--- config.mk ---
export PLATFORM = sky130hd
export DESIGN_NAME = hazard_stall_ctrl
export DESIGN_NICKNAME = d
export VERILOG_FILES = /design/src/rtl/hazard_stall_ctrl.sv
export SDC_FILE = /design/constraint.sdc
export NUM_CORES = 1
export LEC_CHECK = 0
export CORE_MARGIN = 2
export CORE_UTILIZATION = 53
export DETAILED_ROUTE_END_ITERATION = 8
export GPL_ROUTABILITY_DRIVEN = 0
export MAX_ROUTING_LAYER = met4
export PLACE_DENSITY_LB_ADDON = 0.25
export SETUP_SLACK_MARGIN = 0.1
export SYNTH_ARGS = -nofsm -noshare
export SYNTH_HDL_FRONTEND = slang
export SYNTH_SLANG_ARGS = --single-unit
--- constraint.sdc ---
create_clock -name clk_i -period 5.1 [get_ports clk_i]
set_input_delay 1.275 -clock clk_i [delete_from_list [all_inputs] [get_ports clk_i]]
set_output_delay 1.275 -clock clk_i [all_outputs]
set_load 0.01 [all_outputs]
--- src/rtl/hazard_stall_ctrl.sv ---
// Load-use hazard and stall controller sitting beside the ID stage.
// Handles multi-bubble load latency, D-cache freeze, branch flush and a stall-cycle counter.
//
// state    | meaning
// ---------+-------------------------------------------------------------
// IDLE     | no stall in progress; hazard/branch detection active
// LU_STALL | inserting remaining load-use bubbles (bub_cnt left, >= 1)
module hazard_stall_ctrl #(
  parameter int ADDR_W   = 5,
  parameter int LOAD_LAT = 1,
  parameter int CNT_W    = 32
) (
  input  logic              clk_i,
  input  logic              rst_i,
  input  logic              MemRead_i,
  input  logic              ALUSrc_i,
  input  logic [ADDR_W-1:0] RDaddr_i,
  input  logic [ADDR_W-1:0] RS1addr_i,
  input  logic [ADDR_W-1:0] RS2addr_i,
  input  logic              Branch_i,
  input  logic              DCacheStall_i,
  input  logic              ClrCnt_i,
  output logic              PCWrite_o,
  output logic              Stall_o,
  output logic              NoOp_o,
  output logic              Flush_o,
  output logic              Freeze_o,
  output logic              Busy_o,
  output logic [CNT_W-1:0]  StallCount_o
);

  if (LOAD_LAT < 1 || LOAD_LAT > 15) begin : g_bad_lat
    $error("hazard_stall_ctrl: LOAD_LAT must be in 1..15");
  end

  typedef enum logic {IDLE, LU_STALL} state_t;

  state_t     state, state_nxt;
  logic [3:0] bub_cnt, bub_cnt_nxt;
  logic       haz;
  logic       pcw, stall, noop, flush;

  assign haz = MemRead_i && (RDaddr_i != '0) &&
               ((RDaddr_i == RS1addr_i) || ((RDaddr_i == RS2addr_i) && !ALUSrc_i));

  always_ff @(posedge clk_i or negedge rst_i) begin
    if (!rst_i) begin
      state   <= IDLE;
      bub_cnt <= '0;
    end else begin
      state   <= state_nxt;
      bub_cnt <= bub_cnt_nxt;
    end
  end

  always_comb begin
    state_nxt   = state;
    bub_cnt_nxt = bub_cnt;
    pcw         = 1'b1;
    stall       = 1'b0;
    noop        = 1'b0;
    flush       = 1'b0;
    // a frozen pipeline holds everything; the hazard is re-evaluated after release
    if (DCacheStall_i) begin
      pcw = 1'b0;
    end else begin
      case (state)
        IDLE: begin
          if (haz) begin
            pcw   = 1'b0;
            stall = 1'b1;
            noop  = 1'b1;
            if (LOAD_LAT > 1) begin
              state_nxt   = LU_STALL;
              bub_cnt_nxt = 4'(LOAD_LAT - 1);
            end
          end else begin
            flush = Branch_i;
          end
        end
        LU_STALL: begin
          pcw   = 1'b0;
          stall = 1'b1;
          noop  = 1'b1;
          if (bub_cnt == 4'd1) begin
            state_nxt   = IDLE;
            bub_cnt_nxt = '0;
          end else begin
            bub_cnt_nxt = bub_cnt - 4'd1;
          end
        end
        default: begin
          state_nxt   = IDLE;
          bub_cnt_nxt = '0;
        end
      endcase
    end
  end

  // outputs pinned to the safe run state while reset is held
  assign PCWrite_o = pcw | !rst_i;
  assign Stall_o   = stall & rst_i;
  assign NoOp_o    = noop & rst_i;
  assign Flush_o   = flush & rst_i;
  assign Freeze_o  = DCacheStall_i & rst_i;
  assign Busy_o    = (state == LU_STALL) & rst_i;

  always_ff @(posedge clk_i or negedge rst_i) begin
    if (!rst_i) begin
      StallCount_o <= '0;
    end else if (ClrCnt_i) begin
      StallCount_o <= '0;
    end else if ((Stall_o || Freeze_o) && (StallCount_o != '1)) begin
      StallCount_o <= StallCount_o + 1'b1;
    end
  end

endmodule

==> reports/metrics.yaml <==
timing:
  max_slew_margin: 0.293
  fmaxAchievable_ghz: 0.212
  tightest_slew_ps: 1060
  setup-violations-final: 0
  setup_tns_ps: 0
  timing.final.crit_share: 0.926
  slew_violations: 0
  finalClockSkew_ps: 10.7
  hold_violations: 0
  fin_crit_ps: 4720
  rsz0062_at_grt: "false"
power_and_ir_drop:
  clkPwrFrac: 0.423
  power_uw: 607
  p_int_uw: 469
  swShare: 0.228
  netSwitchingPower_uw: 138
  p_leak_nw: 1.12
  peakVddDrop_v: 0.000248
  p_comb_frac: 0.092
  seqPwrFrac: 0.485
  power.density_nw_per_um2: 198
grt:
  grt.total_usage: 0.238
  grt_pass1_vias: 2060
  grt-ovfl-total: 0
  antenna_found_initial: 0
  grt_pass1_wl_um: 9290
  grt_max_degree: 32
synth:
  syn_inst: 258
  synth_edf_count: 0
  yosys_warnings: 0
  yosysSeqAreaShare: 0.393
  syn_nets: 283
  synth_cell_types: 52
  yosysTopAreaCellShare: 0.393
  async_reset_ff_frac: 1.00
  synth_area_leaders: "dfrtp_1 (39%), a21oi_1 (5.5%), o31ai_1 (4.5%)"
  synth_most_common_cell: "dfrtp_1"
  yosysTopAreaCell: "dfrtp_1"
  synth.ff_latch_count: 37
  synth_commonest_cells: "dfrtp_1 (37), a21oi_1 (26), nand2_1 (18), nor2_1 (15)"
  synth_area_um2: 2360
  ys.flop_type: "dfrtp_1"
  syn_area_per_cell_um2: 9.13
route:
  drc: 0
  vias_per_cell: 6.08
  drt-initial-drc-count: 112
  wl_per_cell_um: 15.2
  dr.pass1.iters: 4
  vias: 2231
  postRouteAntennaNets: 0
  routed_wl_um: 5570
min_path:
  hold_path_class: "reg2reg"
floorplan:
  die_width_um: 70.7
  die_h_um: 70.7
  initial_utilization: 0.545
  core_area_um2: 4320
  num_rows: 24
  die-area_um2: 4990
  io_pins: 60
cells_and_area:
  area_delta_synth_final_pct: 29.8
  post_route_cells_drive_above_1_share: 0.0857
  multi_input_area_um2: 1310
  diodes: 0
  nets: 339
  seq_area_um2: 926
  finish.cell_count_without_fillers: 367
  nFillCells: 362
worst_setup_path:
  crit_path_top_delay_cell: "or4_1"
  crit_path_frequent_cell: "clkdlybuf4s50_1"
  start_kind: "input pin"
  cp_data_arrival_time_ps: 3450
  crit_type: "in2out"
  path_cells: "clkdlybuf4s50_1 -> or4_1 -> o21a_1 -> a21oi_1 -> and4b_1 -> clkdlybuf4s50_1"
  path_max_fanout: 5
  crit_buf_inv: 2
  end_kind: "output port"
  crit_family: "buffers and inverters"
  crit_path_max_incr_delay_ps: 550
  critical_path_required_ps: 3830
cts:
  clockBufferDepth: 2
  post-cts-setup-buffers: 0
  cts.sinks: 37
  cts_tree: "built"
  clock-root-buffer: "clkbuf_8"
  insertion_delay_ps: 300
  clkTransAtPathRegs_ps: 70
  ctsHtreeMaxLevel: 2
  hold_buffers: 0
  numCtsBuffers: 5
  cts.repair.resized: 0
placement:
  post-dp-hpwl_um: 3940
  port_buffers: 59
  dp.cells: 359
outcome:
  status: "finished, final reports clean"
job:
  cap_violations: 0
## state kept, by name, summed over array words and instances (netlist names)
| register | flops |
|---|---|
| state | 1 |
| bub_cnt | 4 |
| StallCount_o | 32 |
## per-stage QoR
stage,hold slack (ps),worst slack (ps),area (um^2),utilization
after floorplan,450,1370,2360,-
after global placement,477,397,2940,0.681
after detailed placement,482,369,2940,0.681
after CTS,499,363,3060,0.707
after global routing,527,206,3060,0.707
final,494,375,3060,0.707
## per-layer routing
| layer | share of wire | routed length [um] | GRT usage | vias up |
|---|---|---|---|---|
| li1 | - | - | - | 1076 |
| met1 | 0.42 | 2370 | 0.284 | 1067 |
| met2 | 0.49 | 2710 | 0.396 | 81 |
| met3 | 0.078 | 432 | 0.0527 | 7 |
| met4 | 0.011 | 64 | 0.0901 | 0 |
| met5 | 0 | 0 | - | - |
## cells in the final DEF, fill, tap and decap left out, types with 5 or more instances in the layout
master / netlist / final
clkdlybuf4s50_1: 0 / 58
dfrtp_1: 37 / 37
a21oi_1: 26 / 26
nand2_1: 18 / 18
nor2_1: 15 / 15
or4_1: 14 / 14
o21ai_0: 14 / 14
o31ai_1: 14 / 14
inv_1: 11 / 11
or3_1: 11 / 11
xnor2_1: 10 / 10
nand3_1: 8 / 8
nand4_1: 8 / 8
nor2b_1: 6 / 6
mux2_2: 5 / 5
clkbuf_8: 0 / 5
## cell type report
cell class                 instances  share of cell area
sequential                        37               0.303
inverter                          11              0.0135
tap                               52              0.0213
multi-input combinational        198               0.429
timing repair buffer              61               0.196
clock buffer                       5              0.0225
clock inverter                     3              0.0151
## cell families (layout without fill, tap and decap cells)
family / Yosys count / in the layout / share of synthesized area
multiplexers: 6 / 6 / 0.0281
AO/OA/AOI/OAI: 68 / 68 / 0.186
adder cells (fa/ha/maj): 3 / 3 / 0.0159
flip-flops: 37 / 37 / 0.393
XOR/XNOR: 11 / 11 / 0.0409
AND/OR/NAND/NOR: 110 / 110 / 0.285
buffers and inverters: 23 / 80 / 0.0504
## worst reg2reg max path, cell delays in order (launching register included)
cell and delay (ps):
dfrtp_1 430, ha_1 240, and2_2 240, nand4_1 100, nand4_1 650, or4_1 750, a21oi_1 160
## final timing paths
check | startpoint | to | slack (ps) | depth (start not counted)
worst max-delay path | RDaddr_i[1] | Flush_o | 380 | 6
worst min-delay path | bub_cnt[1]$_DFFE_PN0P_ | bub_cnt[1]$_DFFE_PN0P_ | 490 | 2
worst max register to register | StallCount_o[0]$_DFFE_PN0P_ | StallCount_o[21]$_DFFE_PN0P_ | 2460 | 6
worst min register to register | bub_cnt[1]$_DFFE_PN0P_ | bub_cnt[1]$_DFFE_PN0P_ | 490 | 2
max in group asynchronous | rst_i | StallCount_o[14]$_DFFE_PN0P_ | 3450 | 2
min in group asynchronous | rst_i | StallCount_o[13]$_DFFE_PN0P_ | 990 | 1
## power by group through the flow
stage          sequential (mW)  combinational [mW]  clock, mW
2_1_floorplan            0.300              0.0242          0
3_3_place_gp             0.300              0.0550          0
3_5_place_dp             0.300              0.0557          0
4_1_cts                  0.294              0.0560      0.262
5_1_grt                  0.294              0.0612      0.274
6_report                 0.294              0.0556      0.257
Power figures use the tool's default switching activity.
